File: src/rtl/game_pkg.sv
`default_nettype none
// ============================================================================
// Module  : game_pkg
// Brief   : Shared types, screen geometry and geometry helpers for the shooter.
// Revision: 1.0
// ============================================================================
package game_pkg;

  localparam int COORD_W  = 10;
  localparam int SCREEN_W = 640;
  localparam int SCREEN_H = 480;

  typedef logic [COORD_W-1:0] coord_t;

  typedef enum logic [2:0] {
    ST_IDLE      = 3'd0,
    ST_PLAYING   = 3'd1,
    ST_PAUSED    = 3'd2,
    ST_HIT       = 3'd3,
    ST_GAME_OVER = 3'd4
  } state_t;

  // One extra bit so the difference never wraps.
  function automatic logic [COORD_W:0] abs_diff(input coord_t a, input coord_t b);
    return (a >= b) ? ({1'b0, a} - {1'b0, b}) : ({1'b0, b} - {1'b0, a});
  endfunction

endpackage
`default_nettype wire

File: src/rtl/game_if.sv
`default_nettype none
// ============================================================================
// Module  : game_if
// Brief   : Game-side signal bundle: controls, ship/ally geometry, enemy shot, HUD.
// Revision: 1.0
// ============================================================================
interface game_if;
  import game_pkg::*;

  logic        start;
  logic        pausa;
  coord_t      x_nave;
  coord_t      y_nave;
  coord_t      largura_nave;
  coord_t      altura_nave;
  coord_t      x_bola_aliada;
  coord_t      y_bola_aliada;
  coord_t      raio_bola_aliada;
  coord_t      x_bola_inimiga;
  coord_t      y_bola_inimiga;
  coord_t      raio_bola_inimiga;
  logic        reiniciarJogo;
  logic        perdeu;
  logic [9:0]  score;
  logic [1:0]  vidas;
  logic [2:0]  estado;

  modport master (
    output start, pausa, x_nave, y_nave, largura_nave, altura_nave,
           x_bola_aliada, y_bola_aliada, raio_bola_aliada,
    input  x_bola_inimiga, y_bola_inimiga, raio_bola_inimiga,
           reiniciarJogo, perdeu, score, vidas, estado
  );

  modport slave (
    input  start, pausa, x_nave, y_nave, largura_nave, altura_nave,
           x_bola_aliada, y_bola_aliada, raio_bola_aliada,
    output x_bola_inimiga, y_bola_inimiga, raio_bola_inimiga,
           reiniciarJogo, perdeu, score, vidas, estado
  );
endinterface
`default_nettype wire

File: src/rtl/game_controller_frame_ticker.sv
`default_nettype none
// ============================================================================
// Module  : frame_ticker
// Brief   : Free-running divider; tick is high on the cycle the counter wraps.
// Revision: 1.0
// ============================================================================
module frame_ticker #(
  parameter int TICK_DIV = 833333
) (
  input  logic clk,
  input  logic rst_n,
  output logic tick
);
  localparam int CW = (TICK_DIV > 1) ? $clog2(TICK_DIV) : 1;
  localparam logic [CW-1:0] c_last = CW'(TICK_DIV - 1);

  logic [CW-1:0] r_count;

  always_ff @(posedge clk or negedge rst_n) begin
    if (!rst_n)
      r_count <= '0;
    else if (r_count == c_last)
      r_count <= '0;
    else
      r_count <= r_count + 1'b1;
  end

  assign tick = (r_count == c_last);
endmodule
`default_nettype wire

File: src/rtl/game_controller.sv
`default_nettype none
// ============================================================================
// Module  : game_controller
// Brief   : Game sequencer: state machine, enemy shot, collisions, score, lives.
// Revision: 1.0
// ============================================================================
module game_controller
  import game_pkg::*;
#(
  parameter int TICK_DIV     = 833333,
  parameter int ENEMY_SPEED  = 2,
  parameter int ENEMY_RADIUS = 5,
  parameter int SPAWN_Y      = 20,
  parameter int FLOOR_Y      = 470,
  parameter int LIVES_INIT   = 3,
  parameter int HIT_FRAMES   = 30
) (
  input  logic  CLOCK_50,
  input  logic  reset,
  game_if.slave bus
);
  localparam int HW = $clog2(HIT_FRAMES + 1);
  localparam logic [COORD_W:0] c_radius  = 11'(ENEMY_RADIUS);
  localparam logic [COORD_W:0] c_speed   = 11'(ENEMY_SPEED);
  localparam logic [COORD_W:0] c_floor   = 11'(FLOOR_Y);
  localparam coord_t           c_spawn_y = 10'(SPAWN_Y);
  localparam logic [1:0]       c_lives   = 2'(LIVES_INIT);
  localparam logic [HW-1:0]    c_hit_end = HW'(HIT_FRAMES - 1);

  state_t        r_state, w_state_n;
  logic [9:0]    r_score, w_score_n;
  logic [1:0]    r_vidas, w_vidas_n;
  coord_t        r_x, w_x_n, r_y, w_y_n;
  logic [HW-1:0] r_hit_cnt, w_hit_cnt_n;
  logic          r_restart, w_restart_n;
  logic [9:0]    r_lfsr;
  logic          w_tick;

  frame_ticker #(.TICK_DIV(TICK_DIV)) u_ticker (
    .clk   (CLOCK_50),
    .rst_n (reset),
    .tick  (w_tick)
  );

  // Ship test uses the enemy bounding box; the low edge clamps at 0.
  logic [COORD_W:0] w_ex_lo, w_ex_hi, w_ey_lo, w_ey_hi, w_rsum, w_y_step;
  logic             w_ship_hit, w_ally_hit;
  coord_t           w_spawn_x;

  always_comb begin
    w_ex_hi  = {1'b0, r_x} + c_radius;
    w_ey_hi  = {1'b0, r_y} + c_radius;
    w_ex_lo  = ({1'b0, r_x} >= c_radius) ? ({1'b0, r_x} - c_radius) : '0;
    w_ey_lo  = ({1'b0, r_y} >= c_radius) ? ({1'b0, r_y} - c_radius) : '0;
    w_ship_hit = (w_ex_hi >= {1'b0, bus.x_nave}) &&
                 (w_ex_lo <  ({1'b0, bus.x_nave} + {1'b0, bus.largura_nave})) &&
                 (w_ey_hi >= {1'b0, bus.y_nave}) &&
                 (w_ey_lo <  ({1'b0, bus.y_nave} + {1'b0, bus.altura_nave}));
    w_rsum     = {1'b0, bus.raio_bola_aliada} + c_radius;
    w_ally_hit = (bus.raio_bola_aliada != '0) &&
                 (abs_diff(r_x, bus.x_bola_aliada) <= w_rsum) &&
                 (abs_diff(r_y, bus.y_bola_aliada) <= w_rsum);
    w_y_step   = {1'b0, r_y} + c_speed;
    w_spawn_x  = {1'b0, r_lfsr[8:0]} + 10'd64;
  end

  always_comb begin
    w_state_n   = r_state;
    w_score_n   = r_score;
    w_vidas_n   = r_vidas;
    w_x_n       = r_x;
    w_y_n       = r_y;
    w_hit_cnt_n = r_hit_cnt;
    w_restart_n = 1'b0;
    case (r_state)
      ST_IDLE, ST_GAME_OVER: begin
        if (bus.start) begin
          w_state_n   = ST_PLAYING;
          w_score_n   = '0;
          w_vidas_n   = c_lives;
          w_x_n       = w_spawn_x;
          w_y_n       = c_spawn_y;
          w_restart_n = 1'b1;
        end
      end
      ST_PLAYING: begin
        // A pause request wins over a coincident frame tick.
        if (bus.pausa) begin
          w_state_n = ST_PAUSED;
        end else if (w_tick) begin
          if (w_ship_hit) begin
            w_vidas_n   = r_vidas - 2'd1;
            w_x_n       = w_spawn_x;
            w_y_n       = c_spawn_y;
            w_hit_cnt_n = '0;
            w_state_n   = (r_vidas == 2'd1) ? ST_GAME_OVER : ST_HIT;
          end else if (w_ally_hit) begin
            w_score_n = (r_score == 10'd999) ? r_score : r_score + 10'd1;
            w_x_n     = w_spawn_x;
            w_y_n     = c_spawn_y;
          end else if (w_y_step >= c_floor) begin
            w_x_n = w_spawn_x;
            w_y_n = c_spawn_y;
          end else begin
            w_y_n = w_y_step[COORD_W-1:0];
          end
        end
      end
      ST_PAUSED: begin
        if (!bus.pausa) w_state_n = ST_PLAYING;
      end
      ST_HIT: begin
        if (w_tick) begin
          if (r_hit_cnt == c_hit_end) w_state_n = ST_PLAYING;
          else                         w_hit_cnt_n = r_hit_cnt + 1'b1;
        end
      end
      default: w_state_n = ST_IDLE;
    endcase
  end

  always_ff @(posedge CLOCK_50 or negedge reset) begin
    if (!reset) begin
      r_state   <= ST_IDLE;
      r_score   <= '0;
      r_vidas   <= c_lives;
      r_x       <= '0;
      r_y       <= c_spawn_y;
      r_hit_cnt <= '0;
      r_restart <= 1'b0;
      r_lfsr    <= 10'h3FF;
    end else begin
      r_state   <= w_state_n;
      r_score   <= w_score_n;
      r_vidas   <= w_vidas_n;
      r_x       <= w_x_n;
      r_y       <= w_y_n;
      r_hit_cnt <= w_hit_cnt_n;
      r_restart <= w_restart_n;
      r_lfsr    <= {r_lfsr[8:0], r_lfsr[9] ^ r_lfsr[6]};
    end
  end

  assign bus.x_bola_inimiga    = r_x;
  assign bus.y_bola_inimiga    = r_y;
  assign bus.raio_bola_inimiga = (r_state == ST_PLAYING || r_state == ST_PAUSED)
                                 ? c_radius[COORD_W-1:0] : '0;
  assign bus.reiniciarJogo     = r_restart;
  assign bus.perdeu            = (r_state == ST_GAME_OVER);
  assign bus.score             = r_score;
  assign bus.vidas             = r_vidas;
  assign bus.estado            = r_state;
endmodule
`default_nettype wire

File: src/flat_wrapper.sv
// flat-port wrapper written by rule: the top's interface ports become plain ports
module game_controller_flat import game_pkg::*;
#(
  parameter int TICK_DIV     = 833333,
  parameter int ENEMY_SPEED  = 2,
  parameter int ENEMY_RADIUS = 5,
  parameter int SPAWN_Y      = 20,
  parameter int FLOOR_Y      = 470,
  parameter int LIVES_INIT   = 3,
  parameter int HIT_FRAMES   = 30
)
  (CLOCK_50, reset, bus_start, bus_pausa, bus_x_nave, bus_y_nave, bus_largura_nave, bus_altura_nave, bus_x_bola_aliada, bus_y_bola_aliada, bus_raio_bola_aliada, bus_x_bola_inimiga, bus_y_bola_inimiga, bus_raio_bola_inimiga, bus_reiniciarJogo, bus_perdeu, bus_score, bus_vidas, bus_estado);
  game_if bus_i ();
  input  logic CLOCK_50;
  input  logic reset;
  input wire logic [$bits(bus_i.start)-1:0] bus_start;
  input wire logic [$bits(bus_i.pausa)-1:0] bus_pausa;
  input wire logic [$bits(bus_i.x_nave)-1:0] bus_x_nave;
  input wire logic [$bits(bus_i.y_nave)-1:0] bus_y_nave;
  input wire logic [$bits(bus_i.largura_nave)-1:0] bus_largura_nave;
  input wire logic [$bits(bus_i.altura_nave)-1:0] bus_altura_nave;
  input wire logic [$bits(bus_i.x_bola_aliada)-1:0] bus_x_bola_aliada;
  input wire logic [$bits(bus_i.y_bola_aliada)-1:0] bus_y_bola_aliada;
  input wire logic [$bits(bus_i.raio_bola_aliada)-1:0] bus_raio_bola_aliada;
  output wire logic [$bits(bus_i.x_bola_inimiga)-1:0] bus_x_bola_inimiga;
  output wire logic [$bits(bus_i.y_bola_inimiga)-1:0] bus_y_bola_inimiga;
  output wire logic [$bits(bus_i.raio_bola_inimiga)-1:0] bus_raio_bola_inimiga;
  output wire logic [$bits(bus_i.reiniciarJogo)-1:0] bus_reiniciarJogo;
  output wire logic [$bits(bus_i.perdeu)-1:0] bus_perdeu;
  output wire logic [$bits(bus_i.score)-1:0] bus_score;
  output wire logic [$bits(bus_i.vidas)-1:0] bus_vidas;
  output wire logic [$bits(bus_i.estado)-1:0] bus_estado;
  assign bus_i.start = bus_start;
  assign bus_i.pausa = bus_pausa;
  assign bus_i.x_nave = bus_x_nave;
  assign bus_i.y_nave = bus_y_nave;
  assign bus_i.largura_nave = bus_largura_nave;
  assign bus_i.altura_nave = bus_altura_nave;
  assign bus_i.x_bola_aliada = bus_x_bola_aliada;
  assign bus_i.y_bola_aliada = bus_y_bola_aliada;
  assign bus_i.raio_bola_aliada = bus_raio_bola_aliada;
  assign bus_x_bola_inimiga = bus_i.x_bola_inimiga;
  assign bus_y_bola_inimiga = bus_i.y_bola_inimiga;
  assign bus_raio_bola_inimiga = bus_i.raio_bola_inimiga;
  assign bus_reiniciarJogo = bus_i.reiniciarJogo;
  assign bus_perdeu = bus_i.perdeu;
  assign bus_score = bus_i.score;
  assign bus_vidas = bus_i.vidas;
  assign bus_estado = bus_i.estado;
  game_controller #(.TICK_DIV(TICK_DIV), .ENEMY_SPEED(ENEMY_SPEED), .ENEMY_RADIUS(ENEMY_RADIUS), .SPAWN_Y(SPAWN_Y), .FLOOR_Y(FLOOR_Y), .LIVES_INIT(LIVES_INIT), .HIT_FRAMES(HIT_FRAMES)) u_core (.CLOCK_50(CLOCK_50), .reset(reset), .bus(bus_i));
endmodule
File: config.mk
export PLATFORM = sky130hd
export DESIGN_NAME = game_controller_flat
export DESIGN_NICKNAME = d
export VERILOG_FILES = /design/src/rtl/game_pkg.sv /design/src/rtl/game_if.sv /design/src/rtl/game_controller_frame_ticker.sv /design/src/rtl/game_controller.sv /design/src/flat_wrapper.sv
export SDC_FILE = /design/constraint.sdc
export NUM_CORES = 1
export LEC_CHECK = 0
export CORE_ASPECT_RATIO = 2
export CORE_UTILIZATION = 61
export CTS_CLUSTER_DIAMETER = 200
export DETAILED_ROUTE_END_ITERATION = 10
export PLACE_DENSITY_LB_ADDON = 0.2
export SYNTH_ARGS = -nofsm -noshare
export SYNTH_HDL_FRONTEND = slang
export SYNTH_SLANG_ARGS = --single-unit
File: constraint.sdc
create_clock -name CLOCK_50 -period 9.64 [get_ports CLOCK_50]
set_clock_uncertainty 0.1 [all_clocks]
set_input_delay 1.928 -clock CLOCK_50 [delete_from_list [all_inputs] [get_ports CLOCK_50]]
set_output_delay 1.928 -clock CLOCK_50 [all_outputs]
set_load 0.02 [all_outputs]
# Yosys cells after proc, flatten, opt, wreduce, memory -nomap -nowiden
# Index checks and enable logic that the tools add are counted.
# W data, S select, Z words.
# classes
addsub	17
magnitude_cmp	11
eq_ne	22
n_mux	49
bitwise	1
n_reduce_logical	17
# ops
operator	count
$mux W10	18
$pmux W10 S2	3
$mux W11	4
$sub A10 B10 Y11	4
$add A10 B3 Y11 const B	3
$mux W3	9
$mux W5	5
$add A10 B10 Y11	2
$ge A11 B10 Y1	2
$le A11 B11 Y1	2
$lt A11 B11 Y1	2
$sub A10 B3 Y11 const B	2
$add A20 B1 Y20 const B	1
$eq A20 B20 Y1 const B	1
$ge A10 B10 Y1	2
$ge A10 B3 Y1 const B	2
$mux W20	1
$ne A2 B2 Y1 const B	8
$pmux W3 S4	1
$reduce_and A6 Y1	2
$add A10 B2 Y11 const B	1
$ge A11 B9 Y1 const B	1
$add A10 B1 Y10 const B	1
$add A9 B7 Y10 const B	1
other kinds (26)	39
# totals
regBits	71
out_inout_bits	47
elab_cells	126

# Logic depth before layout (Yosys ltp)
# logic_depth
depth_word	10
ltp_mapped	23
mapped_depth_nobuf	20

# Hierarchy
# From an unflattened synthesis, not the netlist that was laid out.
# hier_totals
cells_unflattened	1008
hier_area_um2	8363.0
# modules_own_cells
mod	n_inst	cells_each	area_each_um2	seq_area_each_um2
game_controller	1	910	7335.8	1268.7
frame_ticker	1	98	1027.2	500.5

# Least setup slack after synthesis
# Ideal clock, no wire load.
# synth_path
kind	in2reg
startpoint	in bus_y_bola_aliada[2]
endpoint	reg u_core.r_score[3], in the netlist u_core.bus.score[3]
setup_time_ps	66
arrival_time_ps	6259
required_ps	9474
path_slack_ps	3215
cell_stages	19
path_buffers	2
cell_sequence	ha_1 -> clkbuf_1 -> o211a_1 -> o31ai_1 -> a21oi_1 -> a222oi_1 -> nand2_1 -> clkbuf_1 -> mux2i_1 -> xnor2_1 -> ha_1 -> o211ai_1 -> a21oi_1 -> o41ai_1 -> a31oi_1 -> o31ai_1 -> and4_4 -> or4b_1 -> nand2_1
# synth_between
elab_chain_cells	6
word_cells_on_any_way	8
# synth_lines
item	line	rtl
from (decl)	flat_wrapper.sv:23	input wire logic [$bits(bus_i.y_bola_aliada)-1:0] bus_y_bola_aliada;
$sub A10 B10 Y11 / $ge A10 B10 Y1 (equally long branches)	game_pkg.sv:25	return (a >= b) ? ({1'b0, a} - {1'b0, b}) : ({1'b0, b} - {1'b0, a});
$mux W11 *	game_pkg.sv:25	
$le A11 B11 Y1 *	game_controller.sv:62	(abs_diff(r_y, bus.y_bola_aliada) <= w_rsum);
$logic_and A1 B1 Y1 *	game_controller.sv:61	(abs_diff(r_x, bus.x_bola_aliada) <= w_rsum) &&
$ne A2 B1 Y1 (no source line) *	-	
$reduce_and A7 Y1 (no source line) *	-	
to (signal assigned)	game_controller.sv:134	r_score <= w_score_n;
to (decl)	game_controller.sv:31	logic [9:0] r_score, w_score_n;
# Every way passes the cells marked *; elsewhere a longest branch is shown, timed or not.
# A chain may end at the register's enable or synchronous reset.

# Worst setup path after layout
# layout_path
startpoint	in bus_y_bola_aliada[1]
endpoint	reg u_core.r_x[0], in the netlist u_core.bus.x_bola_inimiga[0]
# layout_between
elab_chain_cells	9
word_cells_on_any_way	13
# layout_lines
item	line	rtl
$sub A10 B10 Y11 / $ge A10 B10 Y1 (equally long branches)	game_pkg.sv:25	
$mux W11 *	game_pkg.sv:25	
$le A11 B11 Y1 *	game_controller.sv:62	
$logic_and A1 B1 Y1 *	game_controller.sv:61	
$mux W10	game_controller.sv:97	end else if (w_ally_hit) begin
$mux W10	game_controller.sv:91	if (w_ship_hit) begin
$mux W10	game_controller.sv:90	end else if (w_tick) begin
$mux W10	game_controller.sv:88	if (bus.pausa) begin
$pmux W10 S2	game_controller.sv:75	case (r_state)
to (signal assigned)	game_controller.sv:136	r_x <= w_x_n;
to (decl)	game_controller.sv:33	coord_t r_x, w_x_n, r_y, w_y_n;
# Every way passes the cells marked *; elsewhere a longest branch is shown, timed or not. The select of a mux whose other input is x is not followed.

==> flow_summary.toml <==
[status]
status = "complete, but fails checks"
violations = "DRC"

[setup_path]
r2r_start = "u_core.bus.y_bola_inimiga[2]"
crit_end = "u_core.bus.x_bola_inimiga[0]"
worstPathRequired_ns = 9.76
critPathBufInv = 1
arrival_ns = 7.95
slowest_stage = "o31ai_1"
startpoint = "bus_y_bola_aliada[1]"
worstSetupStartpointType = "input port"
cp.depth = 18
rr_endpoint = "u_core.bus.x_bola_inimiga[0]"
reg2regPathDepth = 18
cpPeakStageDelay_ns = 0.88
cp-end-kind = "register"
critical_path.max_fanout = 14
crit_type = "in -> reg"
worstPathCellList = "clkdlybuf4s50_1 -> ha_1 -> nor2b_1 -> o31ai_1 -> a21oi_1 -> a222oi_1 -> nand2_1 -> a211o_1 -> a311oi_1 -> xnor2_1 -> ha_1 -> nand4_1 -> o32ai_1 -> a31oi_1 -> o31ai_1 -> nand4b_4 -> nand2_8 -> mux2_4"
r2r_setup_slack_ns = 2.96
critPathTopFamily = "compound AO/OA/AOI/OAI gates"

[die]
core-area_um2 = 13400
rows = 60
fp.dieH_um = 168
io_pins = 121
die-area_um2 = 14300
die_w_um = 84.9
start_util_pct = 62.4

[layout]
nets = 1325
regArea_um2 = 1770
fill_cells = 1095
area_delta_synth_final_pct = 17.6
final_common_cell = "ha_1"
final_cells = 1270
layout-drive-gt1-share_pct = 5.29
multi_input_area_um2 = 6080
diodes = 0
final_cell_mix = "135 x ha_1, 110 x clkdlybuf4s50_1, 95 x inv_1, 79 x nor2_1, 71 x a21oi_1"
fin_area_um2 = 9870

[global_route]
grt_usage_pct = 32.1
grt_pass1_wl_um = 36200
grt_pass1_vias = 8011
grt.overflow.total = 0
grt_max_degree = 71
antenna_found_initial = 0

[timing]
finalCriticalPeriod_ns = 7.83
worst-slew-pin-transition_ns = 1.03
tns_ns = 0
fmax_mhz = 128
slew_viol_final = 0
fin_crit_sh_pct = 81.2
finalSetupViolations = 0
grt_setup_unrepaired = "false"
hold_viol_final = 0
setup_ws_ns = 1.81
max_slew_margin_pct = 30.4

[power_and_ir_drop]
p_clk_share_pct = 26.9
pwr-share-comb_pct = 47.9
leakage_uw = 0.00459
finalPower_uw = 1390
power_switching_uw = 563
max-vdd-ir-drop_mv = 0.170
p_sw_share_pct = 40.6
p_int_uw = 823
power_frac_seq_pct = 25.2
power_density_nw_per_um2 = 140

[logic_synthesis]
yosys-top-cells-area = "ha_1 20%, dfrtp_1 17%, xnor2_1 5.3%"
post_synth_num_cell_types = 80
synth_area_per_cell_um2 = 8.27
async_flop_share_pct = 100
synth_area_um2 = 8390
synth-edff-count = 0
ys_seq_elements = 70
syn_inst = 1015
yosys.area.top_type_share_pct = 20.1
ys_warn_count = 0
ys_seq_area_share_pct = 21.1
dominantRegCellSynth = "dfrtp_1"
yosysTopAreaCell = "ha_1"

[clock_network]
clk_latency_ns = 0.35
cts.hold.buffers_added = 0
root_buffer = "clkbuf_16"
cts_setup_buffers = 0
cts_tree = "done"
cts_num_sinks = 70
cts_resized = 0
cts_buffers = 9
path_clk_slew_ns = 0.06
clockBufferDepth = 2
htree_levels = 3

[place]
pre_cts_ws_ns = 1.51
gp_congestion = 0.945
io_buffers = 111
dpl.hpwl_um = 18100
dp.cells = 1254
dpl_cell_area_um2 = 9540

[route]
num_vias = 7925
ant_nets = 0
first_iter_violations = 413
drc = 8
drt-pass1-iter-count = 11
wl_per_cell_um = 17.8
drt_wl_total_um = 22500
viasPerCell = 6.24

[min_path]
hold_class = "reg -> reg"
worstHoldStart = "u_core.r_lfsr[0]"

[job]
max_cap_violations = 0
-- power by group through the flow --
stage          clock, uW  combinational [uW]  sequential (uW)
3_3_place_gp           0                 642              354
6_report             372                 664              349
2_1_floorplan          0                 452              353
3_5_place_dp           0                 658              353
4_1_cts              373                 661              348
5_1_grt              384                 734              352
-- worst reg2reg max path, delay by kind of cell, from the launching register on --
family / cells / cell delay (ns)
AND/OR/NAND/NOR: 4 / 1.14
XOR/XNOR: 1 / 0.12
flip-flops: 1 / 0.70
adder cells (fa/ha/maj): 2 / 0.78
multiplexers: 1 / 0.34
buffers and inverters: 1 / 0.22
AO/OA/AOI/OAI: 9 / 3.17
-- through the flow --
stage | util, % | hold slack (ns)
finish | 73.4 | 0.267
global route | 73.4 | 0.274
CTS | 73.4 | 0.269
detailed placement | 71.0 | 0.260
global placement | 71.0 | 0.258
floorplan | - | 0.254
-- synthesized netlist by cell type, drive strengths merged, types with 8 or more instances --
| cell type | n |
|---|---|
| a31oi | 8 |
| o21ai | 45 |
| and4 | 9 |
| buf | 19 |
| xnor2 | 51 |
| dfrtp | 56 |
| and3 | 11 |
| a21o | 23 |
| clkbuf | 19 |
| nand2 | 72 |
| nor2 | 79 |
| mux2 | 11 |
| nand3 | 36 |
| inv | 96 |
| or3 | 9 |
| mux2i | 11 |
| dfstp | 14 |
| nand2b | 9 |
| nor3 | 37 |
| nor4 | 15 |
| ha | 135 |
| nand4 | 23 |
| xor2 | 31 |
| nor2b | 12 |
| a21oi | 72 |
-- cells by family after synthesis --
| group | count (synthesis) | share of synthesized area, % |
|---|---|---|
| multiplexers | 22 | 3.10 |
| other | 2 | 0.0895 |
| adder cells (fa/ha/maj) | 141 | 21.6 |
| XOR/XNOR | 82 | 8.56 |
| buffers and inverters | 135 | 6.80 |
| flip-flops | 70 | 21.1 |
| AO/OA/AOI/OAI | 228 | 17.7 |
| AND/OR/NAND/NOR | 335 | 21.1 |
-- worst min path at each step --
stage | slack, ns | cells past startpoint | endpoint
after floorplan | 0.25 | 0 | u_core.r_lfsr[1]
after global placement | 0.26 | 0 | u_core.r_lfsr[5]
after detailed placement | 0.26 | 0 | u_core.r_lfsr[2]
after CTS | 0.27 | 0 | u_core.r_lfsr[1]
after global routing | 0.27 | 0 | u_core.r_lfsr[2]
final | 0.27 | 0 | u_core.r_lfsr[1]
-- metal layers --
layer  GRT usage, %  vias up  part of all wire, %
met1           28.8     3774                   34
met2           64.9      247                   57
met3           3.92       84                  3.6
li1               -     3820                    -
met5              0        -                    0
met4           20.0        0                  5.4
-- area by class of cell --
type	count	area share [%]
multi-input combinational	818	61.6
clock inverter	7	1.07
sequential	70	17.9
inverter	97	3.69
clock buffer	9	2.28
tap	155	1.97
timing repair buffer	114	11.4
-- state kept, by name, indices dropped and copies added, names as in the netlist --
signal	flops
u_core.bus.estado	3
u_core.bus.reiniciarJogo	1
u_core.bus.score	10
u_core.bus.vidas	2
u_core.bus.x_bola_inimiga	10
u_core.bus.y_bola_inimiga	9
u_core.r_hit_cnt	5
u_core.r_lfsr	10
u_core.u_ticker.r_count	20
Note: power is estimated with default switching activity, not from simulation.
